### src/rtl/alu_cmd_sequencer_if.sv
// alu_cmd_sequencer_if
//   Bundles the three streams around the ALU command sequencer.
//   Command stream : cmd_valid/cmd_ready with cmd_a, cmd_b, cmd_sv, cmd_prefix, cmd_op.
//   ALU handshake  : alu_start with alu_a/alu_b/alu_sv/alu_prefix/alu_op out,
//                    alu_done with alu_result/alu_err/alu_gp back.
//   Response stream: rsp_valid/rsp_ready with rsp_result, rsp_err, rsp_gp, rsp_op, rsp_timeout.
//   Status         : busy, cmd_count (FIFO occupancy).
//   master = the sequencer itself, slave = the host/ALU side around it.
interface alu_cmd_sequencer_if #(
  parameter int DATA_W = 32,
  parameter int RES_W  = 64,
  parameter int OP_W   = 8,
  parameter int DEPTH  = 4
);
  localparam int CNT_W = $clog2(DEPTH) + 1;

  logic              cmd_valid;
  logic              cmd_ready;
  logic [DATA_W-1:0] cmd_a;
  logic [DATA_W-1:0] cmd_b;
  logic              cmd_sv;
  logic              cmd_prefix;
  logic [OP_W-1:0]   cmd_op;

  logic              alu_start;
  logic [DATA_W-1:0] alu_a;
  logic [DATA_W-1:0] alu_b;
  logic              alu_sv;
  logic              alu_prefix;
  logic [OP_W-1:0]   alu_op;
  logic              alu_done;
  logic [RES_W-1:0]  alu_result;
  logic [7:0]        alu_err;
  logic              alu_gp;

  logic              rsp_valid;
  logic              rsp_ready;
  logic [RES_W-1:0]  rsp_result;
  logic [7:0]        rsp_err;
  logic              rsp_gp;
  logic [OP_W-1:0]   rsp_op;
  logic              rsp_timeout;

  logic              busy;
  logic [CNT_W-1:0]  cmd_count;

  modport master (
    input  cmd_valid, cmd_a, cmd_b, cmd_sv, cmd_prefix, cmd_op,
    output cmd_ready,
    output alu_start, alu_a, alu_b, alu_sv, alu_prefix, alu_op,
    input  alu_done, alu_result, alu_err, alu_gp,
    output rsp_valid, rsp_result, rsp_err, rsp_gp, rsp_op, rsp_timeout,
    input  rsp_ready,
    output busy, cmd_count
  );

  modport slave (
    output cmd_valid, cmd_a, cmd_b, cmd_sv, cmd_prefix, cmd_op,
    input  cmd_ready,
    input  alu_start, alu_a, alu_b, alu_sv, alu_prefix, alu_op,
    output alu_done, alu_result, alu_err, alu_gp,
    input  rsp_valid, rsp_result, rsp_err, rsp_gp, rsp_op, rsp_timeout,
    output rsp_ready,
    input  busy, cmd_count
  );
endinterface

### src/rtl/alu_cmd_sequencer.sv
// alu_cmd_sequencer
//   Buffers ALU commands in a DEPTH-entry FIFO and runs them through the tiny-ALU
//   start/done handshake one at a time. Each command yields exactly one response:
//   the ALU result, a timeout marker (err 8'hFF) if alu_done never comes, or an
//   illegal-opcode marker (err 8'hFE) for opcodes above MAX_OP, which never reach the ALU.
// Ports
//   clk   : clock, all logic on posedge
//   reset : asynchronous, active-high
//   bus   : alu_cmd_sequencer_if.master (command, ALU and response streams, status)
module alu_cmd_sequencer #(
  parameter int DATA_W  = 32,
  parameter int RES_W   = 64,
  parameter int OP_W    = 8,
  parameter int DEPTH   = 4,
  parameter int TIMEOUT = 255,
  parameter int MAX_OP  = 10
) (
  input logic                 clk,
  input logic                 reset,
  alu_cmd_sequencer_if.master bus
);
  localparam int PTR_W = $clog2(DEPTH);
  localparam int CNT_W = PTR_W + 1;
  localparam int TM_W  = $clog2(TIMEOUT + 1);
  localparam int ENT_W = 2 * DATA_W + OP_W + 2;

  typedef enum logic [1:0] {S_IDLE, S_WAIT, S_RESP, S_GAP} state_t;

  function automatic logic op_legal(input logic [OP_W-1:0] op);
    return op <= OP_W'(MAX_OP);
  endfunction

  state_t            r_state;
  logic [TM_W-1:0]   r_timer;

  logic [ENT_W-1:0]  r_mem [DEPTH];
  logic [PTR_W-1:0]  r_wr_ptr;
  logic [PTR_W-1:0]  r_rd_ptr;
  logic [CNT_W-1:0]  r_count;

  logic              r_alu_start;
  logic [DATA_W-1:0] r_alu_a;
  logic [DATA_W-1:0] r_alu_b;
  logic              r_alu_sv;
  logic              r_alu_prefix;
  logic [OP_W-1:0]   r_alu_op;

  logic              r_rsp_valid;
  logic [RES_W-1:0]  r_rsp_result;
  logic [7:0]        r_rsp_err;
  logic              r_rsp_gp;
  logic [OP_W-1:0]   r_rsp_op;
  logic              r_rsp_timeout;

  logic              w_push;
  logic              w_pop;
  logic [ENT_W-1:0]  w_head;
  logic [DATA_W-1:0] w_head_a;
  logic [DATA_W-1:0] w_head_b;
  logic [OP_W-1:0]   w_head_op;
  logic              w_head_sv;
  logic              w_head_prefix;

  assign bus.cmd_ready = (r_count < CNT_W'(DEPTH));
  assign w_push        = bus.cmd_valid && bus.cmd_ready;
  // The head is only consumed from IDLE, so one pop starts at most one command.
  assign w_pop         = (r_state == S_IDLE) && (r_count != '0);

  assign w_head        = r_mem[r_rd_ptr];
  assign w_head_a      = w_head[DATA_W-1:0];
  assign w_head_b      = w_head[2*DATA_W-1:DATA_W];
  assign w_head_op     = w_head[2*DATA_W +: OP_W];
  assign w_head_sv     = w_head[2*DATA_W+OP_W];
  assign w_head_prefix = w_head[ENT_W-1];

  // FIFO storage carries no reset: entries are only read once the count says they were written.
  always_ff @(posedge clk) begin
    if (w_push) r_mem[r_wr_ptr] <= {bus.cmd_prefix, bus.cmd_sv, bus.cmd_op, bus.cmd_b, bus.cmd_a};
  end

  // Pointers wrap naturally because DEPTH is a power of two.
  always_ff @(posedge clk or posedge reset) begin
    if (reset) begin
      r_wr_ptr <= '0;
      r_rd_ptr <= '0;
      r_count  <= '0;
    end else begin
      if (w_push) r_wr_ptr <= r_wr_ptr + 1'b1;
      if (w_pop)  r_rd_ptr <= r_rd_ptr + 1'b1;
      case ({w_push, w_pop})
        2'b10:   r_count <= r_count + 1'b1;
        2'b01:   r_count <= r_count - 1'b1;
        default: r_count <= r_count;
      endcase
    end
  end

  always_ff @(posedge clk or posedge reset) begin
    if (reset) begin
      r_state       <= S_IDLE;
      r_timer       <= '0;
      r_alu_start   <= 1'b0;
      r_alu_a       <= '0;
      r_alu_b       <= '0;
      r_alu_sv      <= 1'b0;
      r_alu_prefix  <= 1'b0;
      r_alu_op      <= '0;
      r_rsp_valid   <= 1'b0;
      r_rsp_result  <= '0;
      r_rsp_err     <= '0;
      r_rsp_gp      <= 1'b0;
      r_rsp_op      <= '0;
      r_rsp_timeout <= 1'b0;
    end else begin
      case (r_state)
        S_IDLE: begin
          if (w_pop) begin
            if (op_legal(w_head_op)) begin
              r_alu_a      <= w_head_a;
              r_alu_b      <= w_head_b;
              r_alu_sv     <= w_head_sv;
              r_alu_prefix <= w_head_prefix;
              r_alu_op     <= w_head_op;
              r_alu_start  <= 1'b1;
              r_timer      <= '0;
              r_state      <= S_WAIT;
            end else begin
              // Illegal opcode: answered locally, the ALU never sees it.
              r_rsp_result  <= '0;
              r_rsp_err     <= 8'hFE;
              r_rsp_gp      <= 1'b0;
              r_rsp_op      <= w_head_op;
              r_rsp_timeout <= 1'b0;
              r_rsp_valid   <= 1'b1;
              r_state       <= S_RESP;
            end
          end
        end
        S_WAIT: begin
          r_timer <= r_timer + 1'b1;
          // alu_done is checked first so it wins over a timeout in the same cycle.
          if (bus.alu_done) begin
            r_rsp_result  <= bus.alu_result;
            r_rsp_err     <= bus.alu_err;
            r_rsp_gp      <= bus.alu_gp;
            r_rsp_op      <= r_alu_op;
            r_rsp_timeout <= 1'b0;
            r_rsp_valid   <= 1'b1;
            r_alu_start   <= 1'b0;
            r_state       <= S_RESP;
          end else if (r_timer == TM_W'(TIMEOUT - 1)) begin
            r_rsp_result  <= '0;
            r_rsp_err     <= 8'hFF;
            r_rsp_gp      <= 1'b0;
            r_rsp_op      <= r_alu_op;
            r_rsp_timeout <= 1'b1;
            r_rsp_valid   <= 1'b1;
            r_alu_start   <= 1'b0;
            r_state       <= S_RESP;
          end
        end
        S_RESP: begin
          if (bus.rsp_ready) begin
            r_rsp_valid <= 1'b0;
            r_state     <= S_GAP;
          end
        end
        // GAP guarantees at least one low cycle on alu_start between commands.
        S_GAP:   r_state <= S_IDLE;
        default: r_state <= S_IDLE;
      endcase
    end
  end

  assign bus.alu_start   = r_alu_start;
  assign bus.alu_a       = r_alu_a;
  assign bus.alu_b       = r_alu_b;
  assign bus.alu_sv      = r_alu_sv;
  assign bus.alu_prefix  = r_alu_prefix;
  assign bus.alu_op      = r_alu_op;
  assign bus.rsp_valid   = r_rsp_valid;
  assign bus.rsp_result  = r_rsp_result;
  assign bus.rsp_err     = r_rsp_err;
  assign bus.rsp_gp      = r_rsp_gp;
  assign bus.rsp_op      = r_rsp_op;
  assign bus.rsp_timeout = r_rsp_timeout;
  assign bus.busy        = (r_state != S_IDLE) || (r_count != '0);
  assign bus.cmd_count   = r_count;
endmodule
### src/flat_wrapper.sv
// flat-port wrapper written by rule: the top's interface ports become plain ports
module alu_cmd_sequencer_flat 
#(
  parameter int DATA_W  = 32,
  parameter int RES_W   = 64,
  parameter int OP_W    = 8,
  parameter int DEPTH   = 4,
  parameter int TIMEOUT = 255,
  parameter int MAX_OP  = 10
)
  (clk, reset, bus_cmd_valid, bus_cmd_a, bus_cmd_b, bus_cmd_sv, bus_cmd_prefix, bus_cmd_op, bus_cmd_ready, bus_alu_start, bus_alu_a, bus_alu_b, bus_alu_sv, bus_alu_prefix, bus_alu_op, bus_alu_done, bus_alu_result, bus_alu_err, bus_alu_gp, bus_rsp_valid, bus_rsp_result, bus_rsp_err, bus_rsp_gp, bus_rsp_op, bus_rsp_timeout, bus_rsp_ready, bus_busy, bus_cmd_count);
  alu_cmd_sequencer_if #(.DATA_W(DATA_W), .RES_W(RES_W), .OP_W(OP_W), .DEPTH(DEPTH)) bus_i ();
  input logic clk;
  input logic reset;
  input wire logic [$bits(bus_i.cmd_valid)-1:0] bus_cmd_valid;
  input wire logic [$bits(bus_i.cmd_a)-1:0] bus_cmd_a;
  input wire logic [$bits(bus_i.cmd_b)-1:0] bus_cmd_b;
  input wire logic [$bits(bus_i.cmd_sv)-1:0] bus_cmd_sv;
  input wire logic [$bits(bus_i.cmd_prefix)-1:0] bus_cmd_prefix;
  input wire logic [$bits(bus_i.cmd_op)-1:0] bus_cmd_op;
  output wire logic [$bits(bus_i.cmd_ready)-1:0] bus_cmd_ready;
  output wire logic [$bits(bus_i.alu_start)-1:0] bus_alu_start;
  output wire logic [$bits(bus_i.alu_a)-1:0] bus_alu_a;
  output wire logic [$bits(bus_i.alu_b)-1:0] bus_alu_b;
  output wire logic [$bits(bus_i.alu_sv)-1:0] bus_alu_sv;
  output wire logic [$bits(bus_i.alu_prefix)-1:0] bus_alu_prefix;
  output wire logic [$bits(bus_i.alu_op)-1:0] bus_alu_op;
  input wire logic [$bits(bus_i.alu_done)-1:0] bus_alu_done;
  input wire logic [$bits(bus_i.alu_result)-1:0] bus_alu_result;
  input wire logic [$bits(bus_i.alu_err)-1:0] bus_alu_err;
  input wire logic [$bits(bus_i.alu_gp)-1:0] bus_alu_gp;
  output wire logic [$bits(bus_i.rsp_valid)-1:0] bus_rsp_valid;
  output wire logic [$bits(bus_i.rsp_result)-1:0] bus_rsp_result;
  output wire logic [$bits(bus_i.rsp_err)-1:0] bus_rsp_err;
  output wire logic [$bits(bus_i.rsp_gp)-1:0] bus_rsp_gp;
  output wire logic [$bits(bus_i.rsp_op)-1:0] bus_rsp_op;
  output wire logic [$bits(bus_i.rsp_timeout)-1:0] bus_rsp_timeout;
  input wire logic [$bits(bus_i.rsp_ready)-1:0] bus_rsp_ready;
  output wire logic [$bits(bus_i.busy)-1:0] bus_busy;
  output wire logic [$bits(bus_i.cmd_count)-1:0] bus_cmd_count;
  assign bus_i.cmd_valid = bus_cmd_valid;
  assign bus_i.cmd_a = bus_cmd_a;
  assign bus_i.cmd_b = bus_cmd_b;
  assign bus_i.cmd_sv = bus_cmd_sv;
  assign bus_i.cmd_prefix = bus_cmd_prefix;
  assign bus_i.cmd_op = bus_cmd_op;
  assign bus_cmd_ready = bus_i.cmd_ready;
  assign bus_alu_start = bus_i.alu_start;
  assign bus_alu_a = bus_i.alu_a;
  assign bus_alu_b = bus_i.alu_b;
  assign bus_alu_sv = bus_i.alu_sv;
  assign bus_alu_prefix = bus_i.alu_prefix;
  assign bus_alu_op = bus_i.alu_op;
  assign bus_i.alu_done = bus_alu_done;
  assign bus_i.alu_result = bus_alu_result;
  assign bus_i.alu_err = bus_alu_err;
  assign bus_i.alu_gp = bus_alu_gp;
  assign bus_rsp_valid = bus_i.rsp_valid;
  assign bus_rsp_result = bus_i.rsp_result;
  assign bus_rsp_err = bus_i.rsp_err;
  assign bus_rsp_gp = bus_i.rsp_gp;
  assign bus_rsp_op = bus_i.rsp_op;
  assign bus_rsp_timeout = bus_i.rsp_timeout;
  assign bus_i.rsp_ready = bus_rsp_ready;
  assign bus_busy = bus_i.busy;
  assign bus_cmd_count = bus_i.cmd_count;
  alu_cmd_sequencer #(.DATA_W(DATA_W), .RES_W(RES_W), .OP_W(OP_W), .DEPTH(DEPTH), .TIMEOUT(TIMEOUT), .MAX_OP(MAX_OP)) u_core (.clk(clk), .reset(reset), .bus(bus_i));
endmodule
### config.mk
export PLATFORM = sky130hd
export DESIGN_NAME = alu_cmd_sequencer_flat
export DESIGN_NICKNAME = d
export VERILOG_FILES = /design/src/rtl/alu_cmd_sequencer_if.sv /design/src/rtl/alu_cmd_sequencer.sv /design/src/flat_wrapper.sv
export SDC_FILE = /design/constraint.sdc
export NUM_CORES = 1
export LEC_CHECK = 0
export ABC_AREA = 1
export ABC_CLOCK_PERIOD_IN_PS = 7000
export BUFFER_PORTS_ARGS = -buffer_cell sky130_fd_sc_hd__buf_2
export CORE_MARGIN = 5
export CORE_UTILIZATION = 56
export CTS_CLUSTER_DIAMETER = 150
export DETAILED_ROUTE_END_ITERATION = 10
export HOLD_SLACK_MARGIN = 0.06
export PLACE_DENSITY = 0.8
export SLEW_MARGIN = 0
export SYNTH_ARGS = -nofsm -noshare
export SYNTH_HDL_FRONTEND = slang
export SYNTH_SLANG_ARGS = --single-unit
### constraint.sdc
create_clock -name clk -period 7 [get_ports clk]
set_input_delay 1.4 -clock clk [delete_from_list [all_inputs] [get_ports clk]]
set_output_delay 1.4 -clock clk [all_outputs]
set_load 0.01 [all_outputs]
# Word-level counts from Yosys, hierarchy flattened
# Memory sizes are Yosys's and may differ from the RTL's.
# Index checks and enable logic that the tools add are counted.
# Widths: inputs -> output; s select.
dict set report word_totals {
  register_bits 175
  mem_count 1
  output_inout_bits 163
  wordCells 95
  mem_bits_rw 296
}
# name depth width rd rd_ports_with_merged_regs wr line
set memory_table {}
lappend memory_table {u_core.r_mem 4 74 1 0 1 alu_cmd_sequencer.sv:36} ;# logic [ENT_W-1:0] r_mem [DEPTH];
dict set report op_classes {
  muxes 44
  reduce_logical 15
  magnitude_cmp 2
  n_addsub 5
  eq_ne 11
}
# operator count
set ops {}
lappend ops {{$mux 64} 4}
lappend ops {{$pmux 64 s2} 1}
lappend ops {{$mux 8} 10}
lappend ops {{$pmux 8 s2} 3}
lappend ops {{$mux 1} 15}
lappend ops {{$mux 2} 5}
lappend ops {{$reduce_and 3->1} 3}
lappend ops {{$add 8x1->8 const B} 1}
lappend ops {{$eq 8x8->1 const B} 1}
lappend ops {{$le 8x4->1 const B} 1}
lappend ops {{$pmux 2 s4} 1}
lappend ops {{$reduce_and 4->1} 2}
lappend ops {{$eq 2x2->1 const B} 3}
lappend ops {{$ne 2x2->1 const B} 3}
lappend ops {{$pmux 1 s2} 3}
lappend ops {{$pmux 3 s2} 1}
lappend ops {{$reduce_bool 2->1} 3}
lappend ops {{$reduce_bool 3->1} 2}
lappend ops {{$reduce_and 5->1} 1}
lappend ops {{$add 2x1->2 const B} 2}
lappend ops {{$eq 2x1->1 const B} 2}
lappend ops {{$add 3x1->3 const B} 1}
lappend ops {{$lt 3x3->1 const B} 1}
lappend ops {{$ne 3x2->1 const B} 1}
lappend ops {{6 further kinds} 7}

# Logic depth before layout (Yosys ltp)
# An unclocked memory read counts as a cell.
dict set report logic_depth {
  ltp_word 5
  depth_mapped 15
}

# Least setup slack after synthesis
# Ideal clock, no wire load.
dict set report synth_path {
  path_kind {input-to-reg}
  start {input bus_cmd_valid}
  end {memory u_core.r_mem[0][0] in the netlist's numbering, enable pin}
  setup_ps 507
  arrival_ps 4672
  path_buffers 0
  setup_slack_ps 1821
  path_stages 2
  cell_sequence {nand2_1 -> nor2_1}
}
dict set report synth_between {
  elab_chain_len 3
}
# element line
set synth_lines {}
lappend synth_lines {{start: declaration} flat_wrapper.sv:15} ;# input wire logic [$bits(bus_i.cmd_valid)-1:0] bus_cmd_valid;
lappend synth_lines {{$logic_and 1x1->1} alu_cmd_sequencer.sv:65} ;# assign w_push = bus.cmd_valid && bus.cmd_ready;
lappend synth_lines {{$mux 1} alu_cmd_sequencer.sv:78} ;# if (w_push) r_mem[r_wr_ptr] <= {bus.cmd_prefix, bus.cmd_sv, bus.cmd_op, bus.cmd_b, bus.cmd_a};
lappend synth_lines {{$mux 1 (not written as such)} alu_cmd_sequencer.sv:78}
lappend synth_lines {{end: declaration} alu_cmd_sequencer.sv:36}
# No other way between the ends.

# Worst setup path in the final report
dict set report layout_path {
  start {register u_core.r_rd_ptr[0]}
  end {register u_core.r_alu_b[29], in the netlist u_core.bus.alu_b[29]}
}
dict set report layout_between {
  elab_chain_len 3
}
# element line
set layout_lines {}
lappend layout_lines {{start: declaration} alu_cmd_sequencer.sv:38} ;# logic [PTR_W-1:0] r_rd_ptr;
lappend layout_lines {{start signal: assignment} alu_cmd_sequencer.sv:89} ;# if (w_pop) r_rd_ptr <= r_rd_ptr + 1'b1;
lappend layout_lines {{$mem_v2 4x74 (*)} --}
lappend layout_lines {{$le 8x4->1} alu_cmd_sequencer.sv:30} ;# return op <= OP_W'(MAX_OP);
lappend layout_lines {{$reduce_and 3->1 (no line)} --}
lappend layout_lines {{end signal: assignment} alu_cmd_sequencer.sv:120} ;# r_alu_b <= w_head_b;
lappend layout_lines {{end: declaration} alu_cmd_sequencer.sv:43} ;# logic [DATA_W-1:0] r_alu_b;
# Every way passes the cells marked *; elsewhere a longest branch is shown, timed or not.
# A chain may end at the register's enable or synchronous reset.

==> summary.txt <==
Outcome
  • Status: finished, final reports clean

STA
  • Clock Skew: between 20 and 25 ps
  • Final Hold Fails: 0
  • Crit path time final: 4674 ps
  • Minimum hold slack: 466.6 ps
  • Measured slew at the worst slew-check pin: around 1100 ps
  • Max Fclk: 213.9 MHz
  • Setup TNS: 0 ps
  • Worst slew margin: 0.2477
  • Pins Over Slew Limit: 0
  • RSZ-0062 raised after global routing: no
  • Crit share post-route: 0.6678
  • Final-report setup violation count: 0

Pwr
  • Reg power frac: 0.430
  • Switching portion of total power: 0.3544
  • Clock share of power: 0.269
  • Peak supply drop: 0.3926 mV
  • Power Density: 429.6 mW/mm^2
  • P_sw: 3.288 mW
  • P_int: 5.991 mW
  • Leak pwr: 9.244 nW
  • Logic pwr share: 0.301

Worst setup path
  • FF-to-FF End: u_core.bus.alu_b[29]$_DFFE_PP0P_
  • Crit path max-delay family: buffers and inverters
  • Element type at the critical path start: flip-flop
  • Crit end category: flip-flop
  • Slowest stage delay, CP: 850 ps
  • Setup CP Type: reg2reg
  • Worst r2r src: u_core.r_rd_ptr[0]$_DFFE_PP0N_
  • R2R cell count: 12
  • R2R setup slack: 2330 ps
  • Top cell by count, worst path: nand2_1
  • WP data arrival: 5160 ps
  • Critical Path RT: around 7500 ps
  • Worst-path cell chain: buf_4 -> nand2_1 -> nand3_1 -> nand2_1 -> nand2_1 -> nand2_1 -> nand2_1 -> nand3_4 -> inv_2 -> buf_4 -> nand2_1 -> nand2_1
  • Crit path max-delay cell type: buf_4
  • Crit Path Max Fanout: 110
  • WP buf/inv: 3

Die
  • Io pins: 315
  • Die height: 190.4 um
  • Initial Util: 0.5641
  • Width of the die: 190.4 um
  • Row Count: 66
  • Area of the die: 0.03623 sq mm
  • Core area: 0.03229 sq mm

Clock network
  • Clock transition at path regs: approximately 60 ps
  • Post-CTS setup buffers: 0
  • Post-CTS Hold Buffers: 0
  • Clk buf depth: 3
  • Root Buffer: clkbuf_16
  • Worst-Skew Late Latency: 550 ps
  • TritonCTS clock tree: yes
  • CTS resizes: 0
  • Num CTS Buffers: 46
  • H-Tree Depth: 2
  • Sinks on Clock Net: 471

Final layout
  • Commonest non-fill, non-tap cells in the layout: nand2_1 (440), buf_2 (314), edfxtp_1 (296), o21ai_0 (192), dfrtp_1 (173)
  • Most common cell after layout, fill and taps aside: nand2_1
  • Final nets: 2014
  • Area growth syn-to-layout: 18.59%
  • Share of layout cells above drive strength 1: 0.2210

Min path
  • Hold depth: 2
  • Hold worst-path end: u_core.bus.rsp_timeout$_DFFE_PP0P_
  • Hold Startpoint: u_core.bus.rsp_timeout$_DFFE_PP0P_
  • Hold/Removal Path Class: reg2reg

Global route
  • First-pass GRT wire length: 67.63 mm
  • Largest net degree at the start of global routing: 111
  • Antenna violations before repair: 6
  • Vias in the first global route: 12571
  • GRT Util Overall: 0.2346
  • Total grt overflow: 0

Placed design
  • Placer Congestion: 0.8052
  • Hpwl dp: ~26 mm
  • Buffers on Ports: approximately 310

Routing
  • Max layer used: met5
  • Met2 routed WL: 21.22 mm
  • DRC viols: 0
  • Routed Antenna Nets: 0
  • Routed length on met3: approximately 3.8 mm
  • Drt wl/cell: 18.53 um
  • Via count: 12621
  • Routed WL: 43.24 mm
  • First-pass DRT Iterations: 5
  • Vias per inst: 5.410
  • DRT met1 WL: 17.37 mm
  • Initial DRC Count: around 890

Synth
  • Post-synth net total: 1729
  • Synthesis-stage register bit count: 471
  • Syn Inst Count: roughly 1600
  • Sequential area share after synthesis: 0.7284
  • Synth cell types: 30
  • Synth Cell Area: 0.01821 sq mm
  • YS warnings: 0
  • Syn Area/Cell: 11.64 sq um

Run
  • MaxCap Viol Count: 0
## sequential cells by signal (all words and copies together) (netlist names), 8 cells and up
register,count
u_core.bus.alu_b,32
u_core.r_timer,8
u_core.bus.alu_a,32
u_core.bus.rsp_op,8
u_core.bus.rsp_err,8
u_core.bus.rsp_result,64
u_core.bus.alu_op,8
u_core.r_mem,296
## layer usage
layer | GRT usage | vias to the layer above
met3 | 0.05383 | 70
met5 | 0 | -
met2 | 0.4009 | 480
li1 | - | 5934
met1 | 0.3083 | 6127
met4 | 0.05939 | 10
## per-stage QoR
step             util  power, mW  cells  setup slack (ps)  area [sq um]
3_5_place_dp   0.6202      6.842   2244              2343         20020
2_1_floorplan       -      5.878   1565             854.8         18220
6_report       0.6690      9.279   2333              2326         21600
3_3_place_gp   0.6202      6.744   2244              2559         20020
4_1_cts        0.6687      9.348   2329              2338         21590
5_1_grt        0.6688      9.878   2330              1857         21590
## worst register-to-register path, cell delays in order, from the launching register on
cell	delay, ps
dfrtp_4	710
buf_4	860
nand2_1	300
nand3_1	120
nand2_1	90
nand2_1	70
nand2_1	50
nand2_1	180
nand3_4	790
inv_2	380
buf_4	730
nand2_1	210
nand2_1	120
## logic make-up after synthesis
family | count (synthesis) | synth area share
buf+inv | 131 | 0.03448
flops | 471 | 0.7284
simple gates | 640 | 0.1362
xor+xnor | 10 | 0.004809
compound gates | 301 | 0.08744
fa+ha+maj | 12 | 0.008655
## Yosys cell counts
| master | count | share of area |
|---|---|---|
| xor2_1 | 7 | 0.0034 |
| o22ai_1 | 68 | 0.023 |
| ha_1 | 11 | 0.0076 |
| nand3_1 | 29 | 0.0080 |
| a31oi_1 | 1 | 0.00034 |
| nand4_1 | 2 | 0.00069 |
| o21ai_0 | 192 | 0.053 |
| nor3_1 | 2 | 0.00055 |
| fa_1 | 1 | 0.0011 |
| nor2_4 | 1 | 0.00062 |
| nor2_1 | 162 | 0.033 |
| xnor2_1 | 3 | 0.0014 |
| clkbuf_1 | 55 | 0.011 |
| o21ai_1 | 37 | 0.010 |
| buf_2 | 16 | 0.0044 |
| nand2_1 | 440 | 0.091 |
| buf_8 | 1 | 0.00082 |
| buf_6 | 9 | 0.0056 |
| inv_1 | 38 | 0.0078 |
| clkbuf_2 | 1 | 0.00027 |
| a21oi_1 | 3 | 0.00082 |
| inv_2 | 1 | 0.00021 |
| nand3_4 | 1 | 0.00096 |
| edfxtp_1 | 296 | 0.49 |
| nor3b_1 | 1 | 0.00041 |
| nand2_2 | 1 | 0.00034 |
| dfrtp_1 | 175 | 0.24 |
| inv_4 | 1 | 0.00034 |
| nand2_4 | 1 | 0.00062 |
| buf_4 | 9 | 0.0037 |
## worst max-delay path by stage
| stage | from | cells after the start | endpoint | slack, ps |
|---|---|---|---|---|
| 3_3_place_gp | u_core.r_rd_ptr[0]$_DFFE_PP0N_ | 12 | u_core.bus.alu_a[19]$_DFFE_PP0P_ | 2560 |
| 3_5_place_dp | u_core.r_rd_ptr[0]$_DFFE_PP0N_ | 12 | u_core.bus.alu_b[29]$_DFFE_PP0P_ | 2340 |
| 2_1_floorplan | reset | 1 | u_core.bus.alu_a[0]$_DFFE_PP0P_ | 850 |
| 6_report | u_core.r_rd_ptr[0]$_DFFE_PP0N_ | 12 | u_core.bus.alu_b[29]$_DFFE_PP0P_ | 2330 |
| 5_1_grt | u_core.r_rd_ptr[0]$_DFFE_PP0N_ | 12 | u_core.bus.alu_b[30]$_DFFE_PP0P_ | 1860 |
| 4_1_cts | u_core.r_rd_ptr[0]$_DFFE_PP0N_ | 12 | u_core.bus.alu_b[29]$_DFFE_PP0P_ | 2340 |
## power by group through the flow
stage | clock network [mW] | logic (mW) | registers, mW
2_1_floorplan | 0 | 1.78 | 4.10
3_3_place_gp | 0 | 2.73 | 4.02
3_5_place_dp | 0 | 2.81 | 4.03
4_1_cts | 2.53 | 2.83 | 3.99
5_1_grt | 2.66 | 3.16 | 4.06
6_report | 2.50 | 2.79 | 3.99
## cell type report
| type | count | area [sq um] |
|---|---|---|
| flip-flops and latches | 471 | 13270 |
| fillers | 2316 | 10690 |
| multi-input cells | 963 | 4362 |
| repair buffers | 328 | 1677 |
| clock buffers | 71 | 1396 |
| well taps | 442 | 553.0 |
| clock inverters | 14 | 170.2 |
| inverters | 40 | 160.2 |
| diodes | 4 | 10.01 |
Note: power is estimated with default switching activity, not from simulation.
